--- src/rtl/multdiv_pkg.sv ---
// Shared types and constants for the multdiv sequencing controller.
package multdiv_pkg;

    typedef enum logic [1:0] {
        S_IDLE = 2'd0,
        S_LOAD = 2'd1,
        S_RUN  = 2'd2,
        S_DONE = 2'd3
    } state_t;

    localparam logic OP_MULT = 1'b0;
    localparam logic OP_DIV  = 1'b1;

    localparam int DEF_CNT_W      = 6;
    localparam int DEF_MULT_STEPS = 32;
    localparam int DEF_DIV_STEPS  = 32;

endpackage

--- src/rtl/multdiv_ctrl_step_counter.sv ---
// Iteration counter for the multdiv datapath: sync clear wins over enable.
module step_counter #(
    parameter int CNT_W = 6
) (
    input  logic             clk,
    input  logic             clr,
    input  logic             en,
    output logic [CNT_W-1:0] cnt
);

    always_ff @(posedge clk) begin
        if (clr) begin
            cnt <= '0;
        end else if (en) begin
            cnt <= cnt + CNT_W'(1);
        end
    end

endmodule

--- src/rtl/multdiv_ctrl.sv ---
// Sequencer for the shift/add multiplier and restoring divider datapath.
// Any start pulse outside reset restarts from LOAD; MULT has priority.
module multdiv_ctrl
    import multdiv_pkg::*;
#(
    parameter int CNT_W      = DEF_CNT_W,
    parameter int MULT_STEPS = DEF_MULT_STEPS,
    parameter int DIV_STEPS  = DEF_DIV_STEPS
) (
    input  logic             clk,
    input  logic             clr,
    input  logic             ctrl_MULT,
    input  logic             ctrl_DIV,
    input  logic             divisor_zero,
    input  logic             mult_ovf,
    output logic             dp_load,
    output logic             dp_step,
    output logic             dp_op,
    output logic [CNT_W-1:0] step_cnt,
    output logic             busy,
    output logic             data_resultRDY,
    output logic             data_exception
);

    localparam logic [CNT_W-1:0] MULT_LAST = CNT_W'(MULT_STEPS - 1);
    localparam logic [CNT_W-1:0] DIV_LAST  = CNT_W'(DIV_STEPS - 1);

    state_t state;
    state_t state_nxt;
    logic   op;
    logic   div0;
    logic   start;
    logic   start_op;
    logic   div0_nxt;
    logic   last_step;

    assign start    = ctrl_MULT | ctrl_DIV;
    assign start_op = ctrl_MULT ? OP_MULT : OP_DIV;
    assign div0_nxt = (op == OP_DIV) & divisor_zero;

    assign last_step = (op == OP_DIV) ? (step_cnt == DIV_LAST)
                                      : (step_cnt == MULT_LAST);

    always_ff @(posedge clk) begin
        if (clr) begin
            state <= S_IDLE;
        end else begin
            state <= state_nxt;
        end
    end

    always_comb begin
        state_nxt = state;
        if (start) begin
            state_nxt = S_LOAD;
        end else begin
            unique case (state)
                S_IDLE: state_nxt = S_IDLE;
                S_LOAD: state_nxt = div0_nxt ? S_DONE : S_RUN;
                S_RUN:  state_nxt = last_step ? S_DONE : S_RUN;
                S_DONE: state_nxt = S_IDLE;
                default: state_nxt = S_IDLE;
            endcase
        end
    end

    // op only moves on the LOAD entry edge so it is stable per operation
    always_ff @(posedge clk) begin
        if (clr) begin
            op <= OP_MULT;
        end else if (start) begin
            op <= start_op;
        end
    end

    always_ff @(posedge clk) begin
        if (clr) begin
            div0 <= 1'b0;
        end else if (state == S_LOAD) begin
            div0 <= div0_nxt;
        end
    end

    step_counter #(
        .CNT_W(CNT_W)
    ) u_step_counter (
        .clk(clk),
        .clr(clr | (state == S_LOAD)),
        .en (state == S_RUN),
        .cnt(step_cnt)
    );

    always_comb begin
        dp_load        = 1'b0;
        dp_step        = 1'b0;
        data_resultRDY = 1'b0;
        data_exception = 1'b0;
        busy           = 1'b1;
        unique case (state)
            S_IDLE: busy = 1'b0;
            S_LOAD: dp_load = 1'b1;
            S_RUN:  dp_step = 1'b1;
            S_DONE: begin
                data_resultRDY = 1'b1;
                data_exception = (op == OP_DIV) ? div0 : mult_ovf;
            end
            default: busy = 1'b0;
        endcase
    end

    assign dp_op = op;

endmodule

--- config.mk ---
export PLATFORM = sky130hd
export DESIGN_NAME = multdiv_ctrl
export DESIGN_NICKNAME = d
export VERILOG_FILES = /design/src/rtl/multdiv_pkg.sv /design/src/rtl/multdiv_ctrl_step_counter.sv /design/src/rtl/multdiv_ctrl.sv
export SDC_FILE = /design/constraint.sdc
export NUM_CORES = 1
export LEC_CHECK = 0
export ABC_AREA = 1
export BUFFER_PORTS_ARGS = -buffer_cell sky130_fd_sc_hd__buf_2
export CAP_MARGIN = 20
export CORE_AREA = 2 2 39 41
export CTS_CLUSTER_DIAMETER = 100
export DETAILED_ROUTE_END_ITERATION = 10
export DIE_AREA = 0 0 41 43
export PLACE_DENSITY_LB_ADDON = 0.25
export REMOVE_ABC_BUFFERS = 1
export SYNTH_ARGS = -nofsm -noshare
export SYNTH_HDL_FRONTEND = slang
export SYNTH_SLANG_ARGS = --single-unit
--- constraint.sdc ---
create_clock -name clk -period 1.45 [get_ports clk]
set_input_delay 0.29 -clock clk [delete_from_list [all_inputs] [get_ports clk]]
set_output_delay 0.29 -clock clk [all_outputs]
set_load 0.005 [all_outputs]
# [Yosys cells after proc, flatten, opt, wreduce, memory -nomap -nowiden]
# Index checks and enable logic that the tools add are counted.
[op_classes] n_eq_ne=4 n_reduce_logical=3 muxes=11 n_bitwise=3 add_sub_neg=1
[op_table] operator="$mux 1" count=10
[op_table] operator="$add 6x1->6 const B" count=1
[op_table] operator="$eq 6x5->1 const B" count=1
[op_table] operator="$pmux 2 s3" count=1
[op_table] operator="$eq 2x2->1 const B" count=2
[op_table] operator="$reduce_or 2->1" count=2
[op_table] operator="$eq 2x1->1 const B" count=1
[op_table] operator="$logic_not 2->1" count=1
[op_table] operator="$or 1x1->1" count=2
[op_table] operator="$and 1x1->1" count=1
[word_totals] word_cells=27 inputBits=6 regBits=10 out_inout_bits=12

# [Depth between registers and ports, before layout]
[depth] word_depth=4 ltp_mapped=8 ltp_nobuf=7

# [By module]
# Synthesis repeated with hierarchy kept, for this count alone.
[hier_totals] hier_cells=73 area_unflattened_um2=521.8
[modules_own_cells] mod="step_counter" cells_each=36 n_inst=1 seq_area_each_um2=120.1 area_per_inst_um2=261.5
[modules_own_cells] mod="multdiv_ctrl" cells_each=37 n_inst=1 seq_area_each_um2=80.1 area_per_inst_um2=260.2

# [Least setup slack after synthesis]
# Ideal clock, no wire load.
[synth_timing] path_type="register -> register" start="register state[0]" end="register u_step_counter.cnt[5]" path_stages_with_launch=9 n_path_buf=1 synth_period_minus_slack_ns=1.139 slack_ns=0.311 setup_ns=0.113 t_arrival_ns=1.026 path_cell_list="dfxtp_1 -> inv_1 -> ha_1 -> buf_6 -> nand2_4 -> nor2_4 -> nand3_1 -> nand2_1 -> nor2_1"
[synth_between] elab_chain_cells=2 word_cells_on_any_way=3 cone_classes="2 x eq/ne; 1 x bitwise"
[synth_rtl] element="start, declared" line_no="multdiv_ctrl.sv:28" text="state_t state;"
[synth_rtl] element="start signal, assigned" line_no="multdiv_ctrl.sv:48" text="state <= state_nxt;"
[synth_rtl] element="$eq 2x1->1" line_no="multdiv_ctrl.sv:88" text=".clr(clr | (state == S_LOAD)),"
[synth_rtl] element="$or 1x1->1" line_no="multdiv_ctrl.sv:88"
[synth_rtl] element="end signal, assigned" line_no="multdiv_ctrl_step_counter.sv:15" text="cnt <= cnt + CNT_W'(1);"
[synth_rtl] element="end, declared" line_no="multdiv_ctrl_step_counter.sv:8" text="output logic [CNT_W-1:0] cnt"
# Several ways; a longest one is shown, not always the timed one.
# A chain may end at the register's enable or synchronous reset.

# [Worst setup path after layout]
[layout_timing] start="register state[0]" end="output port dp_step"
[layout_between] elab_chain_cells=2
[layout_rtl] element="$eq 2x2->1" line_no="multdiv_ctrl.sv:99" text="unique case (state)"
[layout_rtl] element="$mux 1" line_no="multdiv_ctrl.sv:99"
[layout_rtl] element="end, declared" line_no="multdiv_ctrl.sv:17" text="output logic dp_step,"
# No other way between the ends.

==> results.sh <==
export IMPL_crit_type="flip-flop to primary output"
export IMPL_start_kind="flip-flop"
export IMPL_hold_class="primary input to flip-flop"
export IMPL_grt_max_degree=10
export IMPL_synth_cells=68
export IMPL_drtIter0Drc=4
export IMPL_max_vdd_ir_drop_uv=502
export IMPL_yosys_top_cells_count="inv_1 (11), nand2_1 (11), dfxtp_1 (10), nor2_1 (10)"
export IMPL_critPathMaxFanout=9
export IMPL_rsz0062_at_grt="no"
export IMPL_first_pass_iters=4
export IMPL_drc=0
export IMPL_grt_usage_pct=13.7
export IMPL_synth_area_leaders="dfxtp_1 (38%), ha_1 (12%), inv_1 (7.8%), nand2_1 (7.8%), nor2_1 (7.1%)"
export IMPL_synthArstFlopShare_pct=0
export IMPL_fin_crit_sh_pct=96.5
export IMPL_clk_path_buf_depth=2
export IMPL_synthesis_area_um2=531
export IMPL_cap_violations=0
export IMPL_drv_slew=0
export IMPL_place_area_um2=624
export IMPL_synth_top_cell_by_area="dfxtp_1"
export IMPL_total_power_mw=0.521
export IMPL_cp_end_kind="primary output"
export IMPL_worstPathRequired_ns=1.16
export IMPL_synth_cell_types=18
export IMPL_post_place_ws_ns=0.187
export IMPL_min_period_ns=1.40
export IMPL_fmax_mhz=715
export IMPL_fill_cells=145
export IMPL_hold_viol=0
export IMPL_setup_viol=0
export IMPL_coreArea_um2=1380
export IMPL_cts_hold_buf=0
export IMPL_power_density_nw_per_um2=795
export IMPL_slowest_delay_ns=0.33
export IMPL_synthFlopType="dfxtp_1"
export IMPL_fin_skew_ns=0.00539
export IMPL_area_delta_synth_final_pct=23.3
export IMPL_power_static_leakage_nw=0.328
export IMPL_tightest_slew_ns=0.215
export IMPL_die_w_um=41
export IMPL_syn_area_per_cell_um2=7.80
export IMPL_crit_chain="inv_1 > ha_2 > buf_2"
export IMPL_dp_hpwl_um=812
export IMPL_synth_seq_area_share_pct=37.7
export IMPL_dieArea_um2=1760
export IMPL_cts_num_sinks=10
export IMPL_layout_drive_gt1_share_pct=34.5
export IMPL_post_cts_buffers=0
export IMPL_clk_root_buffer_cell="clkbuf_4"
export IMPL_yosysWarnings=0
export IMPL_vias=468
export IMPL_path_clk_slew_ns=0.06
export IMPL_chipHeight_um=43
export IMPL_antenna_cells=0
export IMPL_relSlewSlack_pct=85.7
export IMPL_arrival_ns=1.11
export IMPL_grt_first_pass_wirelength_um=1640
export IMPL_synth_top_area_share_pct=37.7
export IMPL_drt_wl_total_um=1010
export IMPL_globalplace_congestion=0.751
export IMPL_via_per_inst=4.54
export IMPL_final_area_um2=654
export IMPL_worst_slack_ns=0.0510
export IMPL_antenna_found_initial=0
export IMPL_grt_pass1_vias=416
export IMPL_ant_nets=0
export IMPL_htree_levels=1
export IMPL_io_pins=18
export IMPL_synth_edf_count=0
export IMPL_seq_area_um2=203
export IMPL_final_nets=100
export IMPL_yosys_register_bits=10
export IMPL_clk_latency_ns=0.26
export IMPL_overflow=0
export IMPL_start_util_pct=38.3
export IMPL_cts_buffers=3
export IMPL_cts_tree="yes"
export IMPL_multiInputGateArea_um2=283
export IMPL_status="complete, no violations"
export IMPL_post_drt_wl_per_cell_um=9.76
export IMPL_rows=14
export IMPL_cp_slowest_cell="dfxtp_2"
export IMPL_io_buffers=17
export IMPL_tns_ns=0
export IMPL_fin_util_pct=47.3
## worst paths after layout
kind            start                     to  slack, ns  depth (start not counted)
min reg2reg      div0                   div0       0.47                          2
max reg2reg  state[1]  u_step_counter.cnt[1]       0.23                          5
max          state[0]                dp_step       0.05                          3
min          ctrl_DIV               state[1]       0.21                          2
## per-stage QoR
stage	hold slack, ns	std cells
after floorplan	0.359	67
after global placement	0.469	100
after detailed placement	0.472	100
after CTS	0.210	103
after global routing	0.208	103
final	0.209	103
## power breakdown
part	total, mW	internal [mW]	switching (mW)	leakage (nW)
Sequential	0.286	0.281	0.00508	0.0818
Combinational	0.0487	0.0223	0.0265	0.232
Clock	0.186	0.0957	0.0905	0.0138
Total	0.521	0.398	0.122	0.328
## final cells by class
class	instances	area share (%)
sequential	10	31.0
tap	16	3.06
inverter	11	6.31
clock buffer	3	3.44
multi-input combinational	46	43.2
timing repair buffer	17	13.0
## layer usage
layer	vias to the layer above	track usage (%)	part of all wire, %
met5	-	0	0
met4	0	8.00	1.5
met3	2	3.14	5.2
met2	13	22.2	47
met1	202	15.2	46
li1	251	-	-
## state kept, by name, indices dropped and copies added (netlist names)
register / count
dp_op: 1
u_step_counter.cnt: 6
state: 2
div0: 1
## worst max-delay path, delay by kind of cell (launching register included)
kind / cells / cell delay (ns)
adders and majority gates: 1 / 0.28
DFF: 1 / 0.33
buffers and inverters: 2 / 0.23
## timing repair
| action | CTS | global route |
|---|---|---|
| setup endpoints to repair | 1 | 3 |
| gates resized for setup | 2 | 2 |
| endpoints found under the hold margin | 0 | 0 |
## cell usage in the layout, fill, tap and decap left out, types with 2 or more instances in the layout
cell      instances
dfxtp_1           8
a21oi_1           5
nand3_1           3
nor2_4            2
ha_2              2
dfxtp_2           2
buf_2            17
inv_1            11
nor2_1           10
o21ai_0           2
clkbuf_4          3
nand2_1          11
ha_1              3
## cells by family (layout without fill, tap and decap cells)
logic type	Yosys count	count (layout)	synth area share [%]
adders and majority gates	5	5	11.8
AOI/OAI and AO/OA	10	10	10.8
buffers and inverters	12	31	9.91
DFF	10	10	37.7
and+or+nand+nor	31	31	29.7
(Power assumes the default switching activity.)
